`config.mk`:
```
export PLATFORM = sky130hd
export DESIGN_NAME = ps2_fifo_sb_ctrl
export DESIGN_NICKNAME = d
export VERILOG_FILES = /design/src/rtl/ps2_fifo_sb_ctrl.sv
export SDC_FILE = /design/constraint.sdc
export NUM_CORES = 1
export LEC_CHECK = 0
export BUFFER_PORTS_ARGS = -buffer_cell sky130_fd_sc_hd__buf_2
export CAP_MARGIN = 15
export CORE_ASPECT_RATIO = 1.5
export CORE_MARGIN = 2
export CORE_UTILIZATION = 49
export CTS_CLUSTER_SIZE = 30
export DETAILED_ROUTE_END_ITERATION = 8
export GPL_TIMING_DRIVEN = 1
export PLACE_DENSITY = 0.73
export SYNTH_ARGS = -nofsm -noshare
export SYNTH_HDL_FRONTEND = slang
export SYNTH_SLANG_ARGS = --single-unit
export TNS_END_PERCENT = 30
```
`constraint.sdc`:
```
create_clock -name clk_i -period 6.65 [get_ports clk_i]
set_input_delay 0.3325 -clock clk_i [delete_from_list [all_inputs] [get_ports clk_i]]
set_output_delay 0.3325 -clock clk_i [all_outputs]
set_load 0.05 [all_outputs]
```
`src/rtl/ps2_fifo_sb_ctrl.sv`:
```
// PS/2 keyboard controller for the system bus: frame receiver with parity/stop/timeout
// checks, scan-code FIFO, sticky error status, interrupt enable and soft reset.
module ps2_fifo_sb_ctrl #(
    parameter int FIFO_DEPTH     = 8,
    parameter int TIMEOUT_CYCLES = 50000,
    parameter int SYNC_STAGES    = 2
) (
    input  logic        clk_i,
    input  logic        rst_i,
    input  logic [31:0] addr_i,
    input  logic        req_i,
    input  logic [31:0] write_data_i,
    input  logic        write_enable_i,
    output logic [31:0] read_data_o,
    output logic        interrupt_request_o,
    input  logic        interrupt_return_i,
    input  logic        kclk_i,
    input  logic        kdata_i
);
    localparam int AW = $clog2(FIFO_DEPTH);
    localparam int CW = AW + 1;
    localparam int WW = $clog2(TIMEOUT_CYCLES + 1);

    localparam logic [31:0] ADDR_SCAN   = 32'h00;
    localparam logic [31:0] ADDR_UNREAD = 32'h04;
    localparam logic [31:0] ADDR_COUNT  = 32'h08;
    localparam logic [31:0] ADDR_STATUS = 32'h0C;
    localparam logic [31:0] ADDR_IRQEN  = 32'h10;
    localparam logic [31:0] ADDR_RESET  = 32'h24;

    typedef enum logic [1:0] {RX_IDLE, RX_DATA, RX_PARITY, RX_STOP} rx_state_e;

    logic rd_req, wr_req, soft_rst;
    assign rd_req   = req_i & ~write_enable_i;
    assign wr_req   = req_i & write_enable_i;
    assign soft_rst = wr_req && (addr_i == ADDR_RESET) && (write_data_i == 32'h1);

    // Synchronisers idle high, matching the PS/2 bus idle level.
    logic [SYNC_STAGES-1:0] kclk_sync, kdata_sync;
    logic                   kclk_prev;
    logic                   kclk_s, kdata_s, kfall;

    assign kclk_s  = kclk_sync[SYNC_STAGES-1];
    assign kdata_s = kdata_sync[SYNC_STAGES-1];
    assign kfall   = kclk_prev & ~kclk_s;

    always_ff @(posedge clk_i or posedge rst_i) begin
        if (rst_i) begin
            kclk_sync  <= '1;
            kdata_sync <= '1;
            kclk_prev  <= 1'b1;
        end else if (soft_rst) begin
            kclk_sync  <= '1;
            kdata_sync <= '1;
            kclk_prev  <= 1'b1;
        end else begin
            kclk_sync  <= {kclk_sync[SYNC_STAGES-2:0], kclk_i};
            kdata_sync <= {kdata_sync[SYNC_STAGES-2:0], kdata_i};
            kclk_prev  <= kclk_s;
        end
    end

    // Receiver
    rx_state_e     rx_state_q, rx_state_d;
    logic [2:0]    bit_cnt_q, bit_cnt_d;
    logic [7:0]    shift_q, shift_d;
    logic          par_q, par_d;
    logic [WW-1:0] wd_q, wd_d;
    logic          rx_push, rx_perr, rx_ferr;

    always_ff @(posedge clk_i or posedge rst_i) begin
        if (rst_i) begin
            rx_state_q <= RX_IDLE;
            bit_cnt_q  <= '0;
            shift_q    <= '0;
            par_q      <= 1'b0;
            wd_q       <= '0;
        end else if (soft_rst) begin
            rx_state_q <= RX_IDLE;
            bit_cnt_q  <= '0;
            shift_q    <= '0;
            par_q      <= 1'b0;
            wd_q       <= '0;
        end else begin
            rx_state_q <= rx_state_d;
            bit_cnt_q  <= bit_cnt_d;
            shift_q    <= shift_d;
            par_q      <= par_d;
            wd_q       <= wd_d;
        end
    end

    always_comb begin
        rx_state_d = rx_state_q;
        bit_cnt_d  = bit_cnt_q;
        shift_d    = shift_q;
        par_d      = par_q;
        wd_d       = '0;
        rx_push    = 1'b0;
        rx_perr    = 1'b0;
        rx_ferr    = 1'b0;
        if (rx_state_q != RX_IDLE) wd_d = wd_q + 1'b1;
        if (kfall) begin
            wd_d = '0;
            case (rx_state_q)
                RX_IDLE: begin
                    if (!kdata_s) begin
                        rx_state_d = RX_DATA;
                        bit_cnt_d  = '0;
                    end
                end
                RX_DATA: begin
                    shift_d   = {kdata_s, shift_q[7:1]};
                    bit_cnt_d = bit_cnt_q + 1'b1;
                    if (bit_cnt_q == 3'd7) rx_state_d = RX_PARITY;
                end
                RX_PARITY: begin
                    par_d      = kdata_s;
                    rx_state_d = RX_STOP;
                end
                RX_STOP: begin
                    rx_state_d = RX_IDLE;
                    rx_perr    = ~^{shift_q, par_q};
                    rx_ferr    = ~kdata_s;
                    rx_push    = kdata_s & (^{shift_q, par_q});
                end
                default: rx_state_d = RX_IDLE;
            endcase
        end else if (rx_state_q != RX_IDLE && wd_q == WW'(TIMEOUT_CYCLES)) begin
            // Stalled mid-frame: drop the partial byte.
            rx_state_d = RX_IDLE;
            rx_ferr    = 1'b1;
        end
    end

    // Scan-code FIFO
    logic [7:0]    mem [FIFO_DEPTH];
    logic [AW-1:0] wr_ptr, rd_ptr;
    logic [CW-1:0] count;
    logic          empty, full, pop, push_ok, ovf_set;

    assign empty   = (count == '0);
    assign full    = (count == CW'(FIFO_DEPTH));
    assign pop     = rd_req && (addr_i == ADDR_SCAN) && !empty;
    assign push_ok = rx_push && (!full || pop);
    assign ovf_set = rx_push && full && !pop;

    always_ff @(posedge clk_i) begin
        if (push_ok) mem[wr_ptr] <= shift_q;
    end

    always_ff @(posedge clk_i or posedge rst_i) begin
        if (rst_i) begin
            wr_ptr <= '0;
            rd_ptr <= '0;
            count  <= '0;
        end else if (soft_rst) begin
            wr_ptr <= '0;
            rd_ptr <= '0;
            count  <= '0;
        end else begin
            if (push_ok) wr_ptr <= wr_ptr + 1'b1;
            if (pop)     rd_ptr <= rd_ptr + 1'b1;
            case ({push_ok, pop})
                2'b10:   count <= count + 1'b1;
                2'b01:   count <= count - 1'b1;
                default: count <= count;
            endcase
        end
    end

    // Status, interrupt enable and interrupt
    logic [2:0] status, st_set, st_clr;
    logic       irq_en, irq_pending;

    assign st_set = {rx_ferr, rx_perr, ovf_set};
    assign st_clr = (wr_req && addr_i == ADDR_STATUS) ? write_data_i[2:0] : 3'b000;

    always_ff @(posedge clk_i or posedge rst_i) begin
        if (rst_i) begin
            status              <= '0;
            irq_en              <= 1'b1;
            irq_pending         <= 1'b0;
            interrupt_request_o <= 1'b0;
        end else if (soft_rst) begin
            status              <= '0;
            irq_en              <= 1'b1;
            irq_pending         <= 1'b0;
            interrupt_request_o <= 1'b0;
        end else begin
            status <= st_set | (status & ~st_clr);
            if (wr_req && addr_i == ADDR_IRQEN) irq_en <= write_data_i[0];
            if (push_ok)
                irq_pending <= 1'b1;
            else if (interrupt_return_i || (pop && count == CW'(1)))
                irq_pending <= 1'b0;
            interrupt_request_o <= irq_pending & irq_en;
        end
    end

    // Bus read path; soft reset leaves the last read value in place.
    logic [31:0] rd_mux;

    always_comb begin
        rd_mux = '0;
        case (addr_i)
            ADDR_SCAN:   rd_mux = empty ? 32'h0 : {24'b0, mem[rd_ptr]};
            ADDR_UNREAD: rd_mux = {31'b0, ~empty};
            ADDR_COUNT:  rd_mux = {{(32-CW){1'b0}}, count};
            ADDR_STATUS: rd_mux = {29'b0, status};
            ADDR_IRQEN:  rd_mux = {31'b0, irq_en};
            default:     rd_mux = '0;
        endcase
    end

    always_ff @(posedge clk_i or posedge rst_i) begin
        if (rst_i)       read_data_o <= '0;
        else if (rd_req) read_data_o <= rd_mux;
    end

endmodule

```
== Word level (Yosys, flattened, before mapping) ==
Memory sizes are Yosys's and may differ from the RTL's.
Index checks and enable logic that the tools add are counted.
Word-level totals
  logic and storage cells: 136
  output and inout bits: 33
  register bits after elaboration: 83
  input bits: 71
  RAM bits: 64
  memories kept: 1
Memories
  mem: words 8, bits a word 8, read ports 1, clocked after memory_dff 0, write ports 1, line 137  | logic [7:0] mem [FIFO_DEPTH];
Cells by class
  muxes and demuxes: 47
  equal/unequal tests: 18
  reduce and logical (&&, ||, !) cells: 36
  add/sub/neg operators: 6
  bitwise logic cells: 12
Operators with widths (number)
  $eq 32x4->1 const B: 2
  $mux 16: 3
  $pmux 8 s5: 1
  $eq 32x1->1 const B: 1
  $eq 32x3->1 const B: 1
  $eq 32x5->1 const B: 1
  $eq 32x6->1 const B: 1
  $logic_not 32->1: 1
  $mux 8: 4
  $mux 3: 9
  $mux 1: 19
  $add 16x1->16 const B: 1
  $eq 16x16->1 const B: 1
  $mux 2: 7
  $reduce_bool 2->1: 7
  $reduce_bool 3->1: 4
  $logic_and 1x1->1: 11
  $add 3x1->3 const B: 3
  $reduce_xnor 9->1: 1
  $reduce_xor 9->1: 1
  $ne 4x4->1 const B: 2
  $pmux 2 s4: 1
  $pmux 4 s2: 1
  $eq 2x2->1 const B: 3
  other kinds (20): 33

== Longest topological paths before layout ==
  depth in word-level cells: 9
  mapped depth: 9
  depth with buffers taken out: 8

== Worst setup path after synthesis ==
OpenSTA, ideal clock, no wires.
  path kind: reg-to-reg
  from: register count[0]
  to: memory mem[0][0], enable pin
  clock period less this slack: 3076 ps
  arrival time: 2682 ps
  cell stages (with the launch flop): 9
  setup time: 395 ps
  path slack: 3574 ps
  buffers on the path: 1
  data required time: 6255 ps
  cell sequence: dfrtp_1 inv_1 ha_1 nor3b_1 or4_4 nor4_4 buf_6 o21ai_4 nor4_1
Between the ends
  longest elaborated chain between the ends: 7
  elaborated cells on any way between the ends: 9
  classes of those cells: eq/ne: 1; mux: 2; reduce/logical: 6
Ends and longest elaborated chain
  start, declared: line 139  | logic [CW-1:0] count;
  start signal, assigned: line 165  | 2'b10: count <= count + 1'b1;
  start signal, assigned: line 166  | 2'b01: count <= count - 1'b1;
  start signal, assigned: line 167  | default: count <= count;
  $logic_not 4->1: line 142  | assign empty = (count == '0);
  $logic_not 1->1: line 144  | assign pop = rd_req && (addr_i == ADDR_SCAN) && !empty;
  $logic_and 1x1->1: line 144
  $logic_or 1x1->1 (*): line 145  | assign push_ok = rx_push && (!full || pop);
  $logic_and 1x1->1 (*): line 145
  $mux 1 (*): line 149  | if (push_ok) mem[wr_ptr] <= shift_q;
  $mux 1 (implied by the code) (*): line 149
  end, declared: line 137
Mark *: on every way between the ends. The rest lies on a longest branch, timed or not.

== Final worst setup path ==
  from: register count[1]
  to: memory mem[1][1], enable pin
The elaborated chain is that of the path after synthesis.

==> reports/qor.yml <==
finish:
  multiInputGateArea_um2: 2310
  finalNetCount: 646
  instances_no_fill: 726
  areaGrowthSynthToFinish_pct: 18.4
  register_area_um2: 3410
  layout-drive-gt1-share: 0.265
  n_antenna_cell: 0
  final_cell_mix: "80 x buf_2, 64 x edfxtp_1, 53 x dfrtp_1, 50 x nor2_1, 38 x nand2_1"
  layout_commonest_cell: "buf_2"
  fillCellCount: 962
worst_setup_path:
  worstSetupPathDepth: 7
  worst_ep_required_time_ps: 6670
  start_kind: "register"
  rrSetupSlack_ps: 3110
  endpoint_kind: "register"
  crit_fanout: 11
  r2r-start: "count[1]"
  crit_path_start: "count[1]"
  crit_type: "register to register"
  reg2reg_depth: 7
  critPathTopFamily: "simple AND/OR/NAND/NOR gates"
  max_stage_delay_ps: 900
  crit_path_end: "mem[1][1]"
  cp_cell_sequence: "inv_1 -> ha_1 -> nor3b_1 -> or4_4 -> nor4_4 -> o21ai_4 -> nor3_1"
  cpMaxStageDelayCell: "nor3_1"
  rr_endpoint: "mem[1][1]"
  arrival_ps: 3560
  cp.buffers_inverters: 1
clock_network:
  cts_tree: "yes"
  post_cts_buffers: 0
  clkTransAtPathRegs_ps: 50
  cts-resized-gates: 0
  cts_hold_buf: 0
  cts_max_level: 4
  root_buffer: "clkbuf_16"
  numCtsBuffers: 17
  insertion_delay_ps: 410
  cts_buffer_depth: 2
  cts.sinks: 123
global_route:
  grt_antenna_before_repair: 0
  grt.met1_usage: 0.225
  grt_overflow_total: 0
  met2_usage: 0.348
  grt_max_degree: 60
  grt_use_total: 0.197
  grt.busiest_layer: "met2"
  grt_pass1_wl_um: 19900
  grtUsageMet3: 0.0473
  first_global_vias: 4034
sta:
  setup_viol_count_final: 0
  rsz0062_at_grt: "no"
  final-max-slew-violation-count: 0
  period_needed_ps: 3540
  fmax_mhz: 282
  hold_viol_final: 0
  timing.hold.ws_ps: 121
  skew_ps: 8.04
  tightest_slew_ps: 1080
  fin_tns_setup_ps: 0
  slew_headroom: 0.271
  finalCritPeriodShare: 0.533
synthesis:
  async_flop_share: 0.480
  ys_types: 53
  ys_ff_latch: 123
  yosysSeqAreaShare: 0.574
  syn_area_um2: 5930
  yosysWarnings: 0
  yosys_most_used_dff: "edfxtp_1"
  synth-edff-count: 64
  synthCells: 472
  postSynthAreaPerCell_um2: 12.6
die:
  die_h_um: 139
  start_util: 0.499
  core_um2: 11900
  num_io_pins: 104
  dieWidth_um: 93.8
  num_rows: 49
  die_area_um2: 13000
placed_design:
  dp_hpwl_um: 8420
  gp_congestion: 0.860
  dp.cells: 690
  portBuffers: 79
routing:
  wl_um: 11900
  first_pass_iters: 4
  num_vias: 3912
  ant_nets: 0
  drt_iter0_drc: 154
  routedWlPerCell_um: 16.4
  drc: 0
  vias_per_cell: 5.39
power_and_ir_drop:
  pwr_density_cell_nw_per_um2: 303
  total_power_w: 0.00213
  p_int_w: 0.00158
  power.switching_w: 0.000547
  sequentialPowerShare: 0.441
  clkPwrFrac: 0.437
  p_leak_nw: 2.71
  pwr-share-comb: 0.123
  max-vdd-ir-drop_uv: 186
  swShare: 0.257
outcome:
  status: "complete, no violations"
job:
  cap_violations: 0
hold_path:
  holdCritPathClass: "input port to register"
worst min path at each step:
| stage | from | endpoint | cells past startpoint |
|---|---|---|---|
| floorplan | kclk_i | kclk_sync[0] | 1 |
| global placement | read_data_o[4] | read_data_o[4] | 2 |
| detailed placement | read_data_o[2] | read_data_o[2] | 2 |
| CTS | kdata_i | kdata_sync[0] | 2 |
| global route | kdata_i | kdata_sync[0] | 2 |
| finish | kdata_i | kdata_sync[0] | 2 |
cell usage after synthesis, types with 2 or more instances:
master	number	share of area
dfrtp_1	53	0.22
and4_1	2	0.0030
ha_1	15	0.032
nand4_1	7	0.0074
o21ai_0	10	0.0084
xnor2_1	8	0.012
mux4_2	16	0.061
edfxtp_1	64	0.32
o211ai_1	4	0.0051
mux2_2	2	0.0038
mux2i_1	21	0.035
or4_1	3	0.0038
clkbuf_1	6	0.0038
and3_1	4	0.0042
a32oi_1	2	0.0030
nor4_1	15	0.016
nor4bb_1	2	0.0034
dfstp_2	6	0.027
a21oi_1	14	0.012
inv_1	12	0.0076
xor2_1	13	0.019
nor4_2	2	0.0042
nand2_1	38	0.024
nor2_1	50	0.032
nor3_1	12	0.010
nand2b_1	12	0.013
nand3_1	19	0.016
nor2b_1	3	0.0032
buf_4	24	0.030
nand3b_1	2	0.0025
buf_2	6	0.0051
nor3b_1	2	0.0025
o31ai_1	3	0.0038
area by class of cell:
| type | instances | area share |
|---|---|---|
| clock buffers | 18 | 0.0625 |
| clock inverters | 14 | 0.0242 |
| inverters | 12 | 0.00641 |
| multi-input cells | 321 | 0.329 |
| flip-flops and latches | 123 | 0.485 |
| well taps | 153 | 0.0273 |
| repair buffers | 85 | 0.0652 |
state kept, by name, indices dropped and copies added (netlist names), 2 cells and up:
name         count
bit_cnt_q        3
count            4
kclk_sync        2
kdata_sync       2
mem             64
rd_ptr           3
read_data_o      8
rx_state_q       2
shift_q          8
status           3
wd_q            16
wr_ptr           3
power by group through the flow:
stage | registers (W) | clock network [W] | logic (W)
after floorplan | 0.000927 | 0 | 0.000214
after global placement | 0.000946 | 0 | 0.000252
after detailed placement | 0.000951 | 0 | 0.000263
after CTS | 0.000937 | 0.000944 | 0.000265
after global routing | 0.000947 | 0.000976 | 0.000292
final | 0.000939 | 0.000930 | 0.000261
layer usage:
| layer | vias up | part of all wire |
|---|---|---|
| li1 | 1854 | - |
| met1 | 1953 | 0.40 |
| met2 | 83 | 0.55 |
| met3 | 22 | 0.026 |
| met4 | 0 | 0.022 |
| met5 | - | 0 |
through the flow:
step,setup WS (ps),area [um^2],utilization
5_1_grt,2900,7020,0.590
3_5_place_dp,2990,6360,0.535
2_1_floorplan,3570,6020,-
6_report,3110,7020,0.590
4_1_cts,3000,6970,0.586
3_3_place_gp,3230,6360,0.535
kinds of logic after synthesis:
group / count (synthesis) / synth area share
AND/OR/NAND/NOR: 181 / 0.158
other: 1 / 0.000632
buffers and inverters: 51 / 0.0502
multiplexers: 40 / 0.104
AO/OA/AOI/OAI: 38 / 0.0418
XOR/XNOR: 23 / 0.0390
flip-flops: 123 / 0.574
adder cells (fa/ha/maj): 15 / 0.0317
Note: power is estimated with default switching activity, not from simulation.
